**config.mk**
```make
export PLATFORM = sky130hd
export DESIGN_NAME = fetch_unit_flat
export DESIGN_NICKNAME = d
export VERILOG_FILES = /design/src/rtl/fetch_unit_pkg.sv /design/src/rtl/fetch_unit_if.sv /design/src/rtl/fetch_unit_next_pc.sv /design/src/rtl/fetch_unit.sv /design/src/flat_wrapper.sv
export SDC_FILE = /design/constraint.sdc
export NUM_CORES = 1
export LEC_CHECK = 0
export ABC_AREA = 0
export CORE_UTILIZATION = 49
export CTS_CLUSTER_DIAMETER = 60
export DETAILED_ROUTE_END_ITERATION = 8
export MAX_ROUTING_LAYER = met4
export PLACE_DENSITY = 0.88
export SLEW_MARGIN = 20
export SYNTH_ARGS = -nofsm -noshare
export SYNTH_HDL_FRONTEND = slang
export SYNTH_SLANG_ARGS = --single-unit
export TNS_END_PERCENT = 10
```
**constraint.sdc**
```tcl
create_clock -name clk -period 8 [get_ports clk]
set_clock_uncertainty 0.05 [all_clocks]
set_input_delay 0.8 -clock clk [delete_from_list [all_inputs] [get_ports clk]]
set_output_delay 0.8 -clock clk [all_outputs]
set_load 0.005 [all_outputs]
```
**src/rtl/fetch_unit_pkg.sv**
```systemverilog
// Shared definitions for the fetch stage: FSM states, decoder opcodes and
// the branch-offset helper used by the next-PC logic.
package fetch_unit_pkg;

    typedef enum logic [1:0] {
        ST_FETCH = 2'd0,
        ST_EXEC  = 2'd1,
        ST_HALT  = 2'd2,
        ST_ERR   = 2'd3
    } state_e;

    localparam logic [5:0]  OPC_J   = 6'h2;
    localparam logic [5:0]  OPC_JAL = 6'h3;
    localparam logic [5:0]  OPC_BEQ = 6'h4;
    localparam logic [5:0]  OPC_BNE = 6'h5;
    localparam logic [31:0] NOP     = 32'h0000_0000;

    // Word-aligned byte offset of a 16-bit branch immediate.
    function automatic logic [31:0] branch_offset(input logic [15:0] imm);
        return {{14{imm[15]}}, imm, 2'b00};
    endfunction

endpackage

```
**src/rtl/fetch_unit_if.sv**
```systemverilog
// Instruction-memory request/acknowledge bus between the fetch stage
// (master) and the instruction memory (slave).
interface fetch_unit_if;

    logic        imem_req;
    logic [31:0] imem_addr;
    logic        imem_ack;
    logic [31:0] imem_rdata;

    modport master (
        output imem_req,
        output imem_addr,
        input  imem_ack,
        input  imem_rdata
    );

    modport slave (
        input  imem_req,
        input  imem_addr,
        output imem_ack,
        output imem_rdata
    );

endinterface

```
**src/rtl/fetch_unit_next_pc.sv**
```systemverilog
// Combinational next-PC selection: jr > jump > taken branch > sequential.
module next_pc_calc
    import fetch_unit_pkg::*;
(
    input  logic [31:0] pc,
    input  logic [31:0] instr,
    input  logic [31:0] rs_data,
    input  logic        jump,
    input  logic        jr,
    input  logic        branch,
    input  logic        bne,
    input  logic        alu_zero,
    output logic [31:0] pc_plus4,
    output logic [31:0] next_pc
);

    logic take_branch;
    logic unused_bits;

    // Opcode field and low rs bits never reach a target address.
    assign unused_bits = &{1'b0, instr[31:26], rs_data[1:0]};

    // Priority select of the next PC; all sums wrap at 32 bits.
    always_comb begin
        pc_plus4    = pc + 32'd4;
        take_branch = branch & (alu_zero ^ bne);
        if (jr) begin
            next_pc = {rs_data[31:2], 2'b00};
        end else if (jump) begin
            next_pc = {pc_plus4[31:28], instr[25:0], 2'b00};
        end else if (take_branch) begin
            next_pc = pc_plus4 + branch_offset(instr[15:0]);
        end else begin
            next_pc = pc_plus4;
        end
    end

endmodule

```
**src/rtl/fetch_unit.sv**
```systemverilog
// Instruction fetch / next-PC stage: fetches over a req/ack bus, holds the
// instruction for the decoder, commits the next PC; supports stall, halt
// and a sticky fetch-timeout error.
module fetch_unit
    import fetch_unit_pkg::*;
#(
    parameter logic [31:0] RESET_PC = 32'h0000_0000,
    parameter int unsigned TIMEOUT  = 16
) (
    input  logic                clk,
    input  logic                rst,
    fetch_unit_if.master        imem,
    output logic [31:0]         instr,
    output logic                instr_valid,
    output logic [5:0]          opcode,
    output logic [5:0]          funct,
    input  logic                branch,
    input  logic                bne,
    input  logic                jump,
    input  logic                jal,
    input  logic                jr,
    input  logic                alu_zero,
    input  logic [31:0]         rs_data,
    input  logic                stall,
    input  logic                halt,
    output logic [31:0]         pc,
    output logic [31:0]         pc_plus4,
    output logic                fetch_err
);

    localparam int unsigned       CNT_W     = $clog2(TIMEOUT + 1);
    localparam logic [CNT_W-1:0]  MISS_LAST = CNT_W'(TIMEOUT - 1);

    state_e             state_q;
    logic [31:0]        pc_q;
    logic [31:0]        instr_q;
    logic [CNT_W-1:0]   miss_q;
    logic               err_q;
    logic [31:0]        next_pc_d;
    logic               unused_jal;

    // jal only affects writeback (link = pc_plus4), not target selection.
    assign unused_jal = jal;

    next_pc_calc u_next_pc (
        .pc       (pc_q),
        .instr    (instr_q),
        .rs_data  (rs_data),
        .jump     (jump),
        .jr       (jr),
        .branch   (branch),
        .bne      (bne),
        .alu_zero (alu_zero),
        .pc_plus4 (pc_plus4),
        .next_pc  (next_pc_d)
    );

    // Fetch/exec sequencer with timeout counting; reset overrides any ack.
    always_ff @(posedge clk) begin
        if (rst) begin
            state_q <= ST_FETCH;
            pc_q    <= RESET_PC;
            instr_q <= NOP;
            miss_q  <= '0;
            err_q   <= 1'b0;
        end else begin
            case (state_q)
                ST_FETCH: begin
                    if (imem.imem_ack) begin
                        instr_q <= imem.imem_rdata;
                        miss_q  <= '0;
                        state_q <= ST_EXEC;
                    end else if (miss_q == MISS_LAST) begin
                        err_q   <= 1'b1;
                        state_q <= ST_ERR;
                    end else begin
                        miss_q  <= miss_q + CNT_W'(1);
                    end
                end
                ST_EXEC: begin
                    if (!stall) begin
                        pc_q    <= next_pc_d;
                        state_q <= halt ? ST_HALT : ST_FETCH;
                    end
                end
                default: begin
                    // HALT and ERR are left only through reset.
                end
            endcase
        end
    end

    assign imem.imem_req  = (state_q == ST_FETCH) && !rst;
    assign imem.imem_addr = pc_q;
    assign instr_valid    = (state_q == ST_EXEC) && !rst;
    assign instr          = instr_q;
    assign opcode         = instr_q[31:26];
    assign funct          = instr_q[5:0];
    assign pc             = pc_q;
    assign fetch_err      = err_q;

endmodule

```
**src/flat_wrapper.sv**
```systemverilog
// flat-port wrapper written by rule: the top's interface ports become plain ports
module fetch_unit_flat import fetch_unit_pkg::*;
#(
    parameter logic [31:0] RESET_PC = 32'h0000_0000,
    parameter int unsigned TIMEOUT  = 16
)
  (clk, rst, instr, instr_valid, opcode, funct, branch, bne, jump, jal, jr, alu_zero, rs_data, stall, halt, pc, pc_plus4, fetch_err, imem_imem_req, imem_imem_addr, imem_imem_ack, imem_imem_rdata);
  fetch_unit_if imem_i ();
  input  logic clk;
  input  logic rst;
  output logic [31:0] instr;
  output logic instr_valid;
  output logic [5:0] opcode;
  output logic [5:0] funct;
  input  logic branch;
  input  logic bne;
  input  logic jump;
  input  logic jal;
  input  logic jr;
  input  logic alu_zero;
  input  logic [31:0] rs_data;
  input  logic stall;
  input  logic halt;
  output logic [31:0] pc;
  output logic [31:0] pc_plus4;
  output logic fetch_err;
  output wire logic [$bits(imem_i.imem_req)-1:0] imem_imem_req;
  output wire logic [$bits(imem_i.imem_addr)-1:0] imem_imem_addr;
  input wire logic [$bits(imem_i.imem_ack)-1:0] imem_imem_ack;
  input wire logic [$bits(imem_i.imem_rdata)-1:0] imem_imem_rdata;
  assign imem_imem_req = imem_i.imem_req;
  assign imem_imem_addr = imem_i.imem_addr;
  assign imem_i.imem_ack = imem_imem_ack;
  assign imem_i.imem_rdata = imem_imem_rdata;
  fetch_unit #(.RESET_PC(RESET_PC), .TIMEOUT(TIMEOUT)) u_core (.clk(clk), .rst(rst), .imem(imem_i), .instr(instr), .instr_valid(instr_valid), .opcode(opcode), .funct(funct), .branch(branch), .bne(bne), .jump(jump), .jal(jal), .jr(jr), .alu_zero(alu_zero), .rs_data(rs_data), .stall(stall), .halt(halt), .pc(pc), .pc_plus4(pc_plus4), .fetch_err(fetch_err));
endmodule
```
=== Word-level counts from Yosys, hierarchy flattened ===
Cells that the tools add are included.

* Register bits after elaboration: 72
* Input bits: 75
* Output and inout bits: 143
* Word-level logic and storage cells: 37

* Add/subtract/negate cells: 3
* Equality and inequality tests: 5
* Muxes and demuxes: 10
* Bitwise logic cells: 4
* Reduce and logical (&&, ||, !) cells: 10

{| class="wikitable"
|+ Operators with widths
! kind !! count
|-
| two-way mux 32 bit || 3
|-
| adder 32 x 3 -> 32 bit (second input constant) || 1
|-
| adder 32 bit || 1
|-
| two-way mux 5 bit || 2
|-
| two-way mux 2 bit || 4
|-
| AND reduction 2 bit || 3
|-
| AND reduction 3 bit || 2
|-
| adder 5 x 1 -> 5 bit (second input constant) || 1
|-
| equality test 5 x 4 -> 1 bit (second input constant) || 1
|-
| != test 2 bit (second input constant) || 2
|-
| case mux 2 bit (2 select lines) || 1
|-
| != test 3 x 2 -> 1 bit (second input constant) || 1
|-
| equality test 2 x 1 -> 1 bit (second input constant) || 1
|-
| logical AND 1 bit || 2
|-
| logical NOT 2 bit || 1
|-
| inverter 1 bit || 2
|-
| nonzero test 2 bit || 1
|-
| AND 1 bit || 1
|-
| logical NOT 1 bit || 1
|-
| bitwise XOR 1 bit || 1
|}

=== Logic depth before layout (Yosys ltp) ===
Gate-level depths: netlist (run 1).

* Word-level depth: 5
* Depth in mapped cells: 17
* Mapped depth without buffers: 16

=== Hierarchy ===
From an unflattened synthesis (run 1), not the netlist that was laid out.

* Cell total of the unflattened synthesis: 866
* Area total of the unflattened synthesis: 6244.7 um^2

{| class="wikitable"
|+ By module, submodules not included
! module !! instances !! cells an instance !! area each (um^2) !! sequential area each (um^2)
|-
| next_pc_calc || 1 || 491 || 3294.4 || 0.0
|-
| fetch_unit || 1 || 375 || 2950.3 || 1441.4
|}

=== Least setup slack after synthesis (run 1) ===
No wires, ideal clock.

* Kind: reg2reg
* Start: reg u_core.pc_q[7] (netlist: u_core.imem.imem_addr[7])
* End: reg u_core.pc_q[24] (netlist: u_core.imem.imem_addr[24])
* Setup time: 0.133 ns
* Arrival: 3.554 ns
* Path slack: 4.263 ns
* Stages on the path, launching flop included: 17
* Path buffers: 1
* Clock period less this slack: 3.737 ns
* Path through: dfxtp_1 and4_4 nand4_1 or3_1 buf_2 nor3_1 xor2_1 ha_1 a21oi_1 o21ai_0 a32oi_1 a21boi_0 o31a_1 or3_1 a31o_2 nor4_1 nor4_1

* Longest elaborated chain between the ends: 5

{| class="wikitable"
|+ RTL lines
! item !! RTL line !! source
|-
| start, declared || fetch_unit.sv:35 || <nowiki>logic [31:0] pc_q;</nowiki>
|-
| start signal, assigned || fetch_unit.sv:82 || <nowiki>pc_q <= next_pc_d;</nowiki>
|-
| adder 32 x 3 -> 32 bit || fetch_unit_next_pc.sv:25 || <nowiki>pc_plus4 = pc + 32'd4;</nowiki>
|-
| named net pc_plus4[19] || flat_wrapper.sv:25 || <nowiki>output logic [31:0] pc_plus4;</nowiki>
|-
| adder 32 bit || fetch_unit_next_pc.sv:32 || <nowiki>next_pc = pc_plus4 + branch_offset(instr[15:0]);</nowiki>
|-
| two-way mux 32 bit || fetch_unit_next_pc.sv:31 || <nowiki>end else if (take_branch) begin</nowiki>
|-
| two-way mux 32 bit || fetch_unit_next_pc.sv:29 || <nowiki>end else if (jump) begin</nowiki>
|-
| two-way mux 32 bit || fetch_unit_next_pc.sv:27 || <nowiki>if (jr) begin</nowiki>
|}

The timed path passes the listed nets, and every way through them passes these cells.
A chain may end at the register's enable or synchronous reset.

=== Final worst setup path (run 1) ===
* Start: reg u_core.pc_q[2] (netlist: u_core.imem.imem_addr[2])
* End: reg u_core.pc_q[26] (netlist: u_core.imem.imem_addr[26])

* Longest elaborated chain between the ends: 5

{| class="wikitable"
|+ RTL lines
! item !! RTL line
|-
| adder 32 x 3 -> 32 bit * || fetch_unit_next_pc.sv:25
|-
| adder 32 bit || fetch_unit_next_pc.sv:32
|-
| two-way mux 32 bit * || fetch_unit_next_pc.sv:31
|-
| two-way mux 32 bit * || fetch_unit_next_pc.sv:29
|-
| two-way mux 32 bit * || fetch_unit_next_pc.sv:27
|}

Every way passes the cells marked *; elsewhere a longest branch is shown, timed or not.

==> results of run 1 <==
==> layout make-up <==
class	instances	area share [%]
flip-flops and latches	70	17.7
clock inverters	7	0.776
well taps	143	2.26
repair buffers	215	27.0
clock buffers	9	2.85
multi-input cells	627	49.0
inverters	9	0.428
==> path summary, 6_finish.rpt <==
kind | start | end | depth (start not counted)
hold reg to reg | u_core.instr[26]$_SDFFE_PP0P_ | u_core.instr[26]$_SDFFE_PP0P_ | 2
setup / recovery | u_core.imem.imem_addr[2]$_SDFFE_PP0P_ | u_core.imem.imem_addr[26]$_SDFFE_PP0P_ | 13
setup reg to reg | u_core.imem.imem_addr[2]$_SDFFE_PP0P_ | u_core.imem.imem_addr[26]$_SDFFE_PP0P_ | 13
hold / removal | u_core.instr[26]$_SDFFE_PP0P_ | u_core.instr[26]$_SDFFE_PP0P_ | 2
==> power by group through the flow <==
stage	Sequential (uW)	Clock (uW)	Combinational, uW
global route	406	412	345
CTS	402	395	315
finish	403	395	318
floorplan	403	0	172
global placement	409	0	309
detailed placement	410	0	313
==> stage by stage <==
stage	cell area [um^2]	setup slack, ns	utilization (%)	power [uW]
final	7900	3.40	68.9	1120
after global placement	7610	3.64	66.4	718
after floorplan	5800	4.26	-	575
after detailed placement	7610	3.56	66.4	723
after CTS	7900	3.51	68.9	1110
after global routing	7900	3.14	68.9	1160
==> cells in the final DEF, fill, tap and decap left out, types with 16 or more instances in the layout <==
cell / Yosys / routed
clkdlybuf4s50_1: 0 / 207
ha_1: 38 / 38
o21ai_0: 41 / 41
nand2_1: 124 / 123
dfxtp_1: 70 / 70
a21oi_1: 79 / 79
a211oi_1: 16 / 16
nor3_1: 24 / 23
nor2_1: 69 / 68
xnor2_1: 30 / 30
xor2_1: 20 / 20
nand3_1: 20 / 20
==> layer usage <==
layer | up-vias | wire length (um)
met4 | 0 | 515
met2 | 309 | 8680
met3 | 44 | 1550
met5 | - | 0
li1 | 3077 | -
met1 | 2995 | 8590
==> logic make-up after synthesis <==
family,count (synthesis),synth area share [%]
other,1,0.0648
AO/OA/AOI/OAI,230,25.5
AND/OR/NAND/NOR,296,23.3
adder cells (fa/ha/maj),39,8.57
multiplexers,5,0.908
flip-flops,70,24.2
XOR/XNOR,51,8.05
buffers and inverters,96,9.37
==> sequential cells by signal, summed over array words and instances, names as in the netlist <==
register / count
u_core.fetch_err: 1
u_core.imem.imem_addr: 30
u_core.instr: 32
u_core.miss_q: 5
u_core.state_q: 2
==> critical path: cells and delay by family (launching register included) <==
family                     cells  cell delay, ns
muxes                          1            0.40
xor gates and xnor gates       1            0.21
and+or+nand+nor                5            1.47
AOI/OAI and AO/OA              4            1.15
adders and majority gates      2            0.71
DFF                            1            0.51
==> results.sh, run 1 <==
export IMPL_fp_dieW_um=111
export IMPL_num_rows=39
export IMPL_htree_levels=3
export IMPL_groute_layer_met2_usage_pct=48.7
export IMPL_synth_largest_area_cell="dfxtp_1"
export IMPL_rrSetupSlack_ns=3.40
export IMPL_path_cells="ha_1 > and4_1 > nand4_1 > nor3_1 > nand2_1 > xnor2_1 > ha_1 > nand4_1 > o31ai_1 > mux2_2 > o21ai_0 > o211ai_1 > a311oi_1"
export IMPL_drive_gt1_share_pct=4.06
export IMPL_grt_met3_usage_pct=5.19
export IMPL_worst_pin_slew_ns=1.00
export IMPL_instances_no_fill=1080
export IMPL_cts_repair_resized=0
export IMPL_firstDrtPassIters=5
export IMPL_holdCritPathClass="reg -> reg"
export IMPL_ys_seq_area_share_pct=24.2
export IMPL_start_util_pct=50.4
export IMPL_final_max_slew_viol_count=0
export IMPL_use_met1_pct=42.8
export IMPL_swShare_pct=32.8
export IMPL_dpl_hpwl_mm=14.0
export IMPL_ant_nets=0
export IMPL_ys_warn_count=0
export IMPL_clkTransAtPathRegs_ns=0.07
export IMPL_p_comb_share_pct=28.5
export IMPL_multi_input_area_um2=3870
export IMPL_syn_inst=788
export IMPL_grt_pass1_wl_mm=31.2
export IMPL_outcome="completed"
export IMPL_hold_violations=0
export IMPL_post_place_cells=1064
export IMPL_place_congestion=0.966
export IMPL_clock_sinks=70
export IMPL_p_leak_uw=0.00305
export IMPL_slew_headroom_pct=33.1
export IMPL_syn_to_final_growth_pct=36.6
export IMPL_p_seq_share_pct=36.1
export IMPL_setup_worst_path_start_class="register"
export IMPL_antenna_found_initial=0
export IMPL_rsz0062_at_grt="no"
export IMPL_synth_flop_cell="dfxtp_1"
export IMPL_finalNetCount=1046
export IMPL_worstPathArrival_ns=4.79
export IMPL_synth_common_cells="nand2_1, a21oi_1, dfxtp_1, nor2_1, buf_4"
export IMPL_clock_path_buffers=2
export IMPL_port_buffers=208
export IMPL_netlist_area_um2=5780
export IMPL_seq_area_um2=1400
export IMPL_slowest_delay_ns=0.51
export IMPL_core_um2=11500
export IMPL_netSwitchingPower_uw=366
export IMPL_grt_max_degree=72
export IMPL_synth_cell_type_count=67
export IMPL_internal_power_uw=750
export IMPL_fmax_mhz=217
export IMPL_finalSetupTns_ns=0
export IMPL_clock_latency_ns=0.34
export IMPL_synth_top_area_share_pct=24.2
export IMPL_synth_seq_cells=70
export IMPL_max_vdd_ir_drop_mv=0.0990
export IMPL_drc=0
export IMPL_routed_wirelength_mm=19.3
export IMPL_cts_setup_buffers=0
export IMPL_wl_per_cell_um=17.9
export IMPL_cp_slowest_cell="dfxtp_1"
export IMPL_cp_max_fo=8
export IMPL_synth_enable_flop_cells=0
export IMPL_finalSetupViolations=0
export IMPL_numCtsBuffers=9
export IMPL_cts_tree="yes"
export IMPL_end_kind="register"
export IMPL_crit_required_ns=8.19
export IMPL_dieArea_um2=12200
export IMPL_vias=6425
export IMPL_whs_ns=0.423
export IMPL_cts_hold_buf=0
export IMPL_pwr_share_clk_pct=35.4
export IMPL_track_usage_pct=32.2
export IMPL_antennaDiodeCount=0
export IMPL_root_buffer="clkbuf_16"
export IMPL_grt_overflow_total=0
export IMPL_fin_crit_ns=4.60
export IMPL_path_class="reg -> reg"
export IMPL_timing_max_cap_violations=0
export IMPL_pin_count=218
export IMPL_die_y_um=111
export IMPL_fill_cells=984
export IMPL_vias_per_cell=5.95
export IMPL_synth_area_leaders="dfxtp_1, ha_1, nand2_1"
export IMPL_power_density_nw_per_um2=141
export IMPL_synth_avg_cell_area_um2=7.34
export IMPL_busiest_layer="met2"
export IMPL_yosysMostFrequentCell="nand2_1"
export IMPL_async_flop_share_pct=0
export IMPL_drt_initial_drc_count=510
export IMPL_grt_pass1_vias=5942
export IMPL_min_period_over_period_pct=57.5
No activity file was read; power rests on OpenSTA's default activity.
==> run 2, diff against run 1 <==
- CORE_UTILIZATION: 49 -> 46
- PLACE_DENSITY: 0.88 -> 0.83
- clock period: 8 -> 4.4 ns (I/O delays scaled with it)
==> run 2 against run 1 <==
  * Core utilization shrank 2.1 points
  * Register-to-register slack worse by 3.1 ns
  * Wire length is 1.1% higher
==> results.sh, run 2 (synthesized netlist as in run 1, its figures left out) <==
export IMPL_grt_pass1_vias=6046
export IMPL_cp_depth=15
export IMPL_syn_to_final_growth_pct=39.9
export IMPL_port_buffers=208
export IMPL_min_path_cells=2
export IMPL_ant_nets=0
export IMPL_finalSetupTns_ns=0
export IMPL_place_congestion=0.936
export IMPL_min_period_over_period_pct=94.0
export IMPL_vias_per_cell=5.76
export IMPL_timing_max_cap_violations=0
export IMPL_clock_sinks=70
export IMPL_crit_required_ns=4.53
export IMPL_numCtsBuffers=9
export IMPL_grt_pass1_wl_mm=30.4
export IMPL_worstHoldEndpoint="u_core.miss_q[3]$_SDFFE_PP0P_"
export IMPL_cp_num_buf_inv=0
export IMPL_fill_cells=1075
export IMPL_r2r_start="u_core.imem.imem_addr[10]$_SDFFE_PP0P_"
export IMPL_start_util_pct=47.8
export IMPL_wl_per_cell_um=17.4
export IMPL_routed_wirelength_mm=19.6
export IMPL_use_met1_pct=40.3
export IMPL_hold_violations=0
export IMPL_cp_max_fo=6
export IMPL_grt_max_degree=50
export IMPL_slowest_delay_ns=0.42
export IMPL_layout_common_cells="clkdlybuf4s50_1, nand2_1, a21oi_1, dfxtp_1, nor2_1"
export IMPL_antenna_found_initial=0
export IMPL_max_vdd_ir_drop_mv=0.174
export IMPL_finalSetupViolations=0
export IMPL_power_density_nw_per_um2=257
export IMPL_vias=6459
export IMPL_htree_levels=3
export IMPL_r2r_cells=15
export IMPL_worst_pin_slew_ns=1.05
export IMPL_core_um2=12100
export IMPL_setup_worst_path_start_class="register"
export IMPL_end_kind="register"
export IMPL_path_common_cell="nor4_1"
export IMPL_clkTransAtPathRegs_ns=0.06
export IMPL_fin_total_pwr_uw=2080
export IMPL_die_y_um=114
export IMPL_drt_initial_drc_count=432
export IMPL_busiest_layer="met2"
export IMPL_critPathTopFamily="simple AND/OR/NAND/NOR gates"
export IMPL_fmax_mhz=242
export IMPL_finalNetCount=1063
export IMPL_holdCritPathClass="reg -> reg"
export IMPL_num_rows=40
export IMPL_drc=0
export IMPL_rrSetupSlack_ns=0.26
export IMPL_drive_gt1_share_pct=5.97
export IMPL_track_usage_pct=30.7
export IMPL_worstPathArrival_ns=4.27
export IMPL_grt_overflow_total=0
export IMPL_outcome="completed"
export IMPL_cp_slowest_cell="or3_4"
export IMPL_cts_tree="yes"
export IMPL_final_common_cell="clkdlybuf4s50_1"
export IMPL_fin_crit_ns=4.14
export IMPL_grt_met3_usage_pct=4.82
export IMPL_clock_latency_ns=0.34
export IMPL_hold_start="u_core.miss_q[3]$_SDFFE_PP0P_"
export IMPL_dpl_hpwl_mm=14.3
export IMPL_pin_count=218
export IMPL_final_max_slew_viol_count=0
export IMPL_dieArea_um2=13000
export IMPL_rsz0062_at_grt="no"
export IMPL_clock_path_buffers=2
export IMPL_fp_dieW_um=114
export IMPL_firstDrtPassIters=5
export IMPL_groute_layer_met2_usage_pct=48.0
export IMPL_path_class="reg -> reg"
export IMPL_root_buffer="clkbuf_16"
export IMPL_slew_headroom_pct=29.7
export IMPL_worstReg2RegEnd="u_core.imem.imem_addr[24]$_SDFFE_PP0P_"
export IMPL_p_leak_uw=0.00316
export IMPL_largest_register_ffs=32
export IMPL_antennaDiodeCount=0
export IMPL_path_cells="and4_4 > nand4_1 > or3_4 > nor2_1 > xor2_1 > ha_1 > a21oi_1 > o21ai_0 > a32oi_1 > a21boi_0 > o31a_1 > or3_1 > a31o_2 > nor4_1 > nor4_1"
-- run 2: worst max path at each step --
stage                                                      start                                endpoint  slack, ns
after global routing       u_core.imem.imem_addr[2]$_SDFFE_PP0P_  u_core.imem.imem_addr[31]$_SDFFE_PP0P_       0.06
after floorplan            u_core.imem.imem_addr[7]$_SDFFE_PP0P_  u_core.imem.imem_addr[24]$_SDFFE_PP0P_       0.66
after CTS                 u_core.imem.imem_addr[10]$_SDFFE_PP0P_  u_core.imem.imem_addr[24]$_SDFFE_PP0P_       0.17
after detailed placement  u_core.imem.imem_addr[10]$_SDFFE_PP0P_  u_core.imem.imem_addr[24]$_SDFFE_PP0P_       0.21
final                     u_core.imem.imem_addr[10]$_SDFFE_PP0P_  u_core.imem.imem_addr[24]$_SDFFE_PP0P_       0.26
after global placement    u_core.imem.imem_addr[10]$_SDFFE_PP0P_  u_core.imem.imem_addr[24]$_SDFFE_PP0P_       0.28
-- run 2: power breakdown --
part | internal, uW | switching, uW | leakage, uW | total, uW
combinational | 309 | 288 | 0.00243 | 597
sequential | 672 | 54.9 | 0.000572 | 727
clock | 457 | 301 | 0.000149 | 759
total | 1440 | 644 | 0.00316 | 2080
-- run 2: what timing repair did --
action,4_1_cts,5_1_grt
gates resized for setup,0,4
hold buffers,0,0
setup endpoints to repair,0,2
setup buffers,0,2
-- run 2: stage by stage --
stage / cell area [um^2] / worst slack (ns) / std cells / hold slack (ns) / util [%]
2_1_floorplan: 5800 / 0.663 / 793 / 0.391 / -
3_3_place_gp: 7750 / 0.285 / 1104 / 0.408 / 64.0
3_5_place_dp: 7750 / 0.214 / 1104 / 0.412 / 64.0
4_1_cts: 8060 / 0.171 / 1120 / 0.420 / 66.6
5_1_grt: 8090 / 0.0581 / 1122 / 0.435 / 66.8
6_report: 8090 / 0.263 / 1122 / 0.418 / 66.8
-- run 2: area by class of cell --
cell class	count	area (um^2)	area share, %
Multi-Input combinational cell	627	3880	48.0
Timing Repair Buffer	232	2260	27.9
Clock inverter	6	68.8	0.850
Clock buffer	10	239	2.95
Sequential cell	70	1400	17.3
Tap cell	168	210	2.60
Inverter	9	33.8	0.418
-- run 2: routing by layer --
layer / vias up / wire, um
li1: 3132 / -
met1: 2955 / 8630
met2: 339 / 8770
met3: 33 / 1750
met4: 0 / 393
met5: - / 0
-- run 2: worst reg2reg max path, stage by stage, from the launching register on --
cell and delay (ns):
dfxtp_1 0.41, and4_4 0.30, nand4_1 0.12, or3_4 0.42, nor2_1 0.14, xor2_1 0.39
ha_1 0.35, a21oi_1 0.21, o21ai_0 0.15, a32oi_1 0.24, a21boi_0 0.14, o31a_1 0.25
or3_1 0.30, a31o_2 0.25, nor4_1 0.16, nor4_1 0.08
==> run 3, diff against run 2 <==
- CAP_MARGIN: not set -> 25
==> run 3 against run 2 <==
  * Wire length grew 0.29%
  * Largest power group unchanged
  * Core utilization rose by 0.12 points
  * Via count grew 0.94%
==> results.sh, run 3 (synthesized netlist as in run 1, its figures left out) <==
export IMPL_worst_pin_slew_ns=0.908
export IMPL_drt_initial_drc_count=469
export IMPL_start_util_pct=47.8
export IMPL_drc=0
export IMPL_setup_worst_path_start_class="register"
export IMPL_clock_latency_ns=0.34
export IMPL_grt_pass1_wl_mm=30.4
export IMPL_vias=6520
export IMPL_core_um2=12100
export IMPL_path_class="reg -> reg"
export IMPL_hold_start="u_core.miss_q[3]$_SDFFE_PP0P_"
export IMPL_wl_per_cell_um=17.5
export IMPL_fin_crit_ns=4.16
export IMPL_netSwitchingPower_uw=646
export IMPL_wl_met2_mm=8.78
export IMPL_crit_required_ns=4.53
export IMPL_fp_dieW_um=114
export IMPL_p_seq_share_pct=34.8
export IMPL_track_usage_pct=30.7
export IMPL_finalSetupViolations=0
export IMPL_numCtsBuffers=9
export IMPL_die_y_um=114
export IMPL_dr_wl_met3_mm=1.79
export IMPL_endpoint="u_core.imem.imem_addr[24]$_SDFFE_PP0P_"
export IMPL_end_kind="register"
export IMPL_cts_tree="yes"
export IMPL_dpl_hpwl_mm=14.3
export IMPL_worstPathArrival_ns=4.28
export IMPL_firstDrtPassIters=5
export IMPL_root_buffer="clkbuf_16"
export IMPL_min_period_over_period_pct=94.5
export IMPL_pwr_share_clk_pct=36.4
export IMPL_final_common_cell="clkdlybuf4s50_1"
export IMPL_cp_max_fo=6
export IMPL_met1_length_mm=8.60
export IMPL_vias_per_cell=5.81
export IMPL_syn_to_final_growth_pct=40.1
export IMPL_drive_gt1_share_pct=6.07
export IMPL_max_vdd_ir_drop_mv=0.170
export IMPL_antennaDiodeCount=0
export IMPL_hold_violations=0
export IMPL_timing_max_cap_violations=0
export IMPL_clock_sinks=70
export IMPL_power_density_nw_per_um2=257
export IMPL_largest_register_ffs=32
export IMPL_htree_levels=3
export IMPL_rsz0062_at_grt="no"
export IMPL_outcome="completed"
export IMPL_final_max_slew_viol_count=0
export IMPL_clock_path_buffers=2
export IMPL_fmax_mhz=241
export IMPL_p_leak_uw=0.00316
export IMPL_port_buffers=208
export IMPL_slew_headroom_pct=39.5
export IMPL_p_comb_share_pct=28.8
export IMPL_clkTransAtPathRegs_ns=0.06
export IMPL_dieArea_um2=13000
export IMPL_swShare_pct=31.0
export IMPL_routed_wirelength_mm=19.6
export IMPL_place_congestion=0.936
export IMPL_ant_nets=0
export IMPL_num_rows=40
export IMPL_grt_pass1_vias=6046
export IMPL_grt_overflow_total=0
export IMPL_worstReg2RegEnd="u_core.imem.imem_addr[24]$_SDFFE_PP0P_"
export IMPL_antenna_found_initial=0
export IMPL_worst_slack_ns=0.244
export IMPL_finalSetupTns_ns=0
export IMPL_r2r_start="u_core.imem.imem_addr[10]$_SDFFE_PP0P_"
export IMPL_r2r_cells=15
export IMPL_internal_power_uw=1440
export IMPL_highest_layer="met4"
export IMPL_grt_max_degree=50
export IMPL_startpoint="u_core.imem.imem_addr[10]$_SDFFE_PP0P_"
export IMPL_holdCritPathClass="reg -> reg"
export IMPL_finalNetCount=1064
export IMPL_rrSetupSlack_ns=0.24
export IMPL_pin_count=218
export IMPL_dp_slack_ns=0.214
export IMPL_cts_hold_buf=0
export IMPL_layout_common_cells="clkdlybuf4s50_1, nand2_1, a21oi_1, dfxtp_1, nor2_1"
==> run 3: cell types whose count changed in the layout (fill, tap and decap cells not counted) <==
cell,delta
buf_8,+1
==> run 3: how the worst min path moves through the flow <==
stage	end	slack [ns]	depth (start not counted)
3_3_place_gp	u_core.miss_q[3]$_SDFFE_PP0P_	0.41	2
6_report	u_core.miss_q[3]$_SDFFE_PP0P_	0.42	2
5_1_grt	u_core.miss_q[3]$_SDFFE_PP0P_	0.44	2
3_5_place_dp	u_core.miss_q[3]$_SDFFE_PP0P_	0.41	2
4_1_cts	u_core.miss_q[3]$_SDFFE_PP0P_	0.42	2
2_1_floorplan	u_core.miss_q[3]$_SDFFE_PP0P_	0.39	2
==> run 3: cell type report <==
class	count	area [um^2]
Clock buffer	10	239
Sequential cell	70	1400
Tap cell	168	210
Fill cell	1075	4010
Clock inverter	6	68.8
Inverter	9	33.8
Timing Repair Buffer	233	2270
Multi-Input combinational cell	627	3880
==> run 3: stage by stage <==
stage | hold slack [ns] | std cells | util, % | area [um^2] | total power, uW
finish | 0.417 | 1123 | 66.9 | 8110 | 2090
global route | 0.435 | 1123 | 66.9 | 8110 | 2180
CTS | 0.420 | 1120 | 66.6 | 8060 | 2080
detailed placement | 0.412 | 1104 | 64.0 | 7750 | 1330
global placement | 0.408 | 1104 | 64.0 | 7750 | 1320
floorplan | 0.391 | 793 | - | 5800 | 1050
==> run 3: metal layers <==
metal,vias up,track usage (%)
met2,343,48.0
met3,39,4.82
met5,-,-
met1,3011,40.3
li1,3127,-
met4,0,10.4
==> run 3: power by group through the flow <==
stage               logic, uW  clock network (uW)  registers (uW)
global route              653                 798             731
global placement          581                   0             738
finish                    601                 759             727
floorplan                 314                   0             733
detailed placement        588                   0             739
CTS                       593                 761             726
==> run 3: repair_timing <==
action                                  in CTS  in global routing
endpoints found under the setup margin       0                  2
setup buffers                                0                  2
resized for setup                            0                  4
==> run 3: worst max-delay path, cell delays in order, from the launching register on <==
cell,delay (ns)
dfxtp_1,0.41
and4_4,0.30
nand4_1,0.12
or3_4,0.42
nor2_1,0.14
xor2_1,0.39
ha_1,0.35
a21oi_1,0.21
o21ai_0,0.15
a32oi_1,0.23
a21boi_0,0.14
o31a_1,0.25
or3_1,0.30
a31o_2,0.25
nor4_1,0.18
nor4_1,0.09
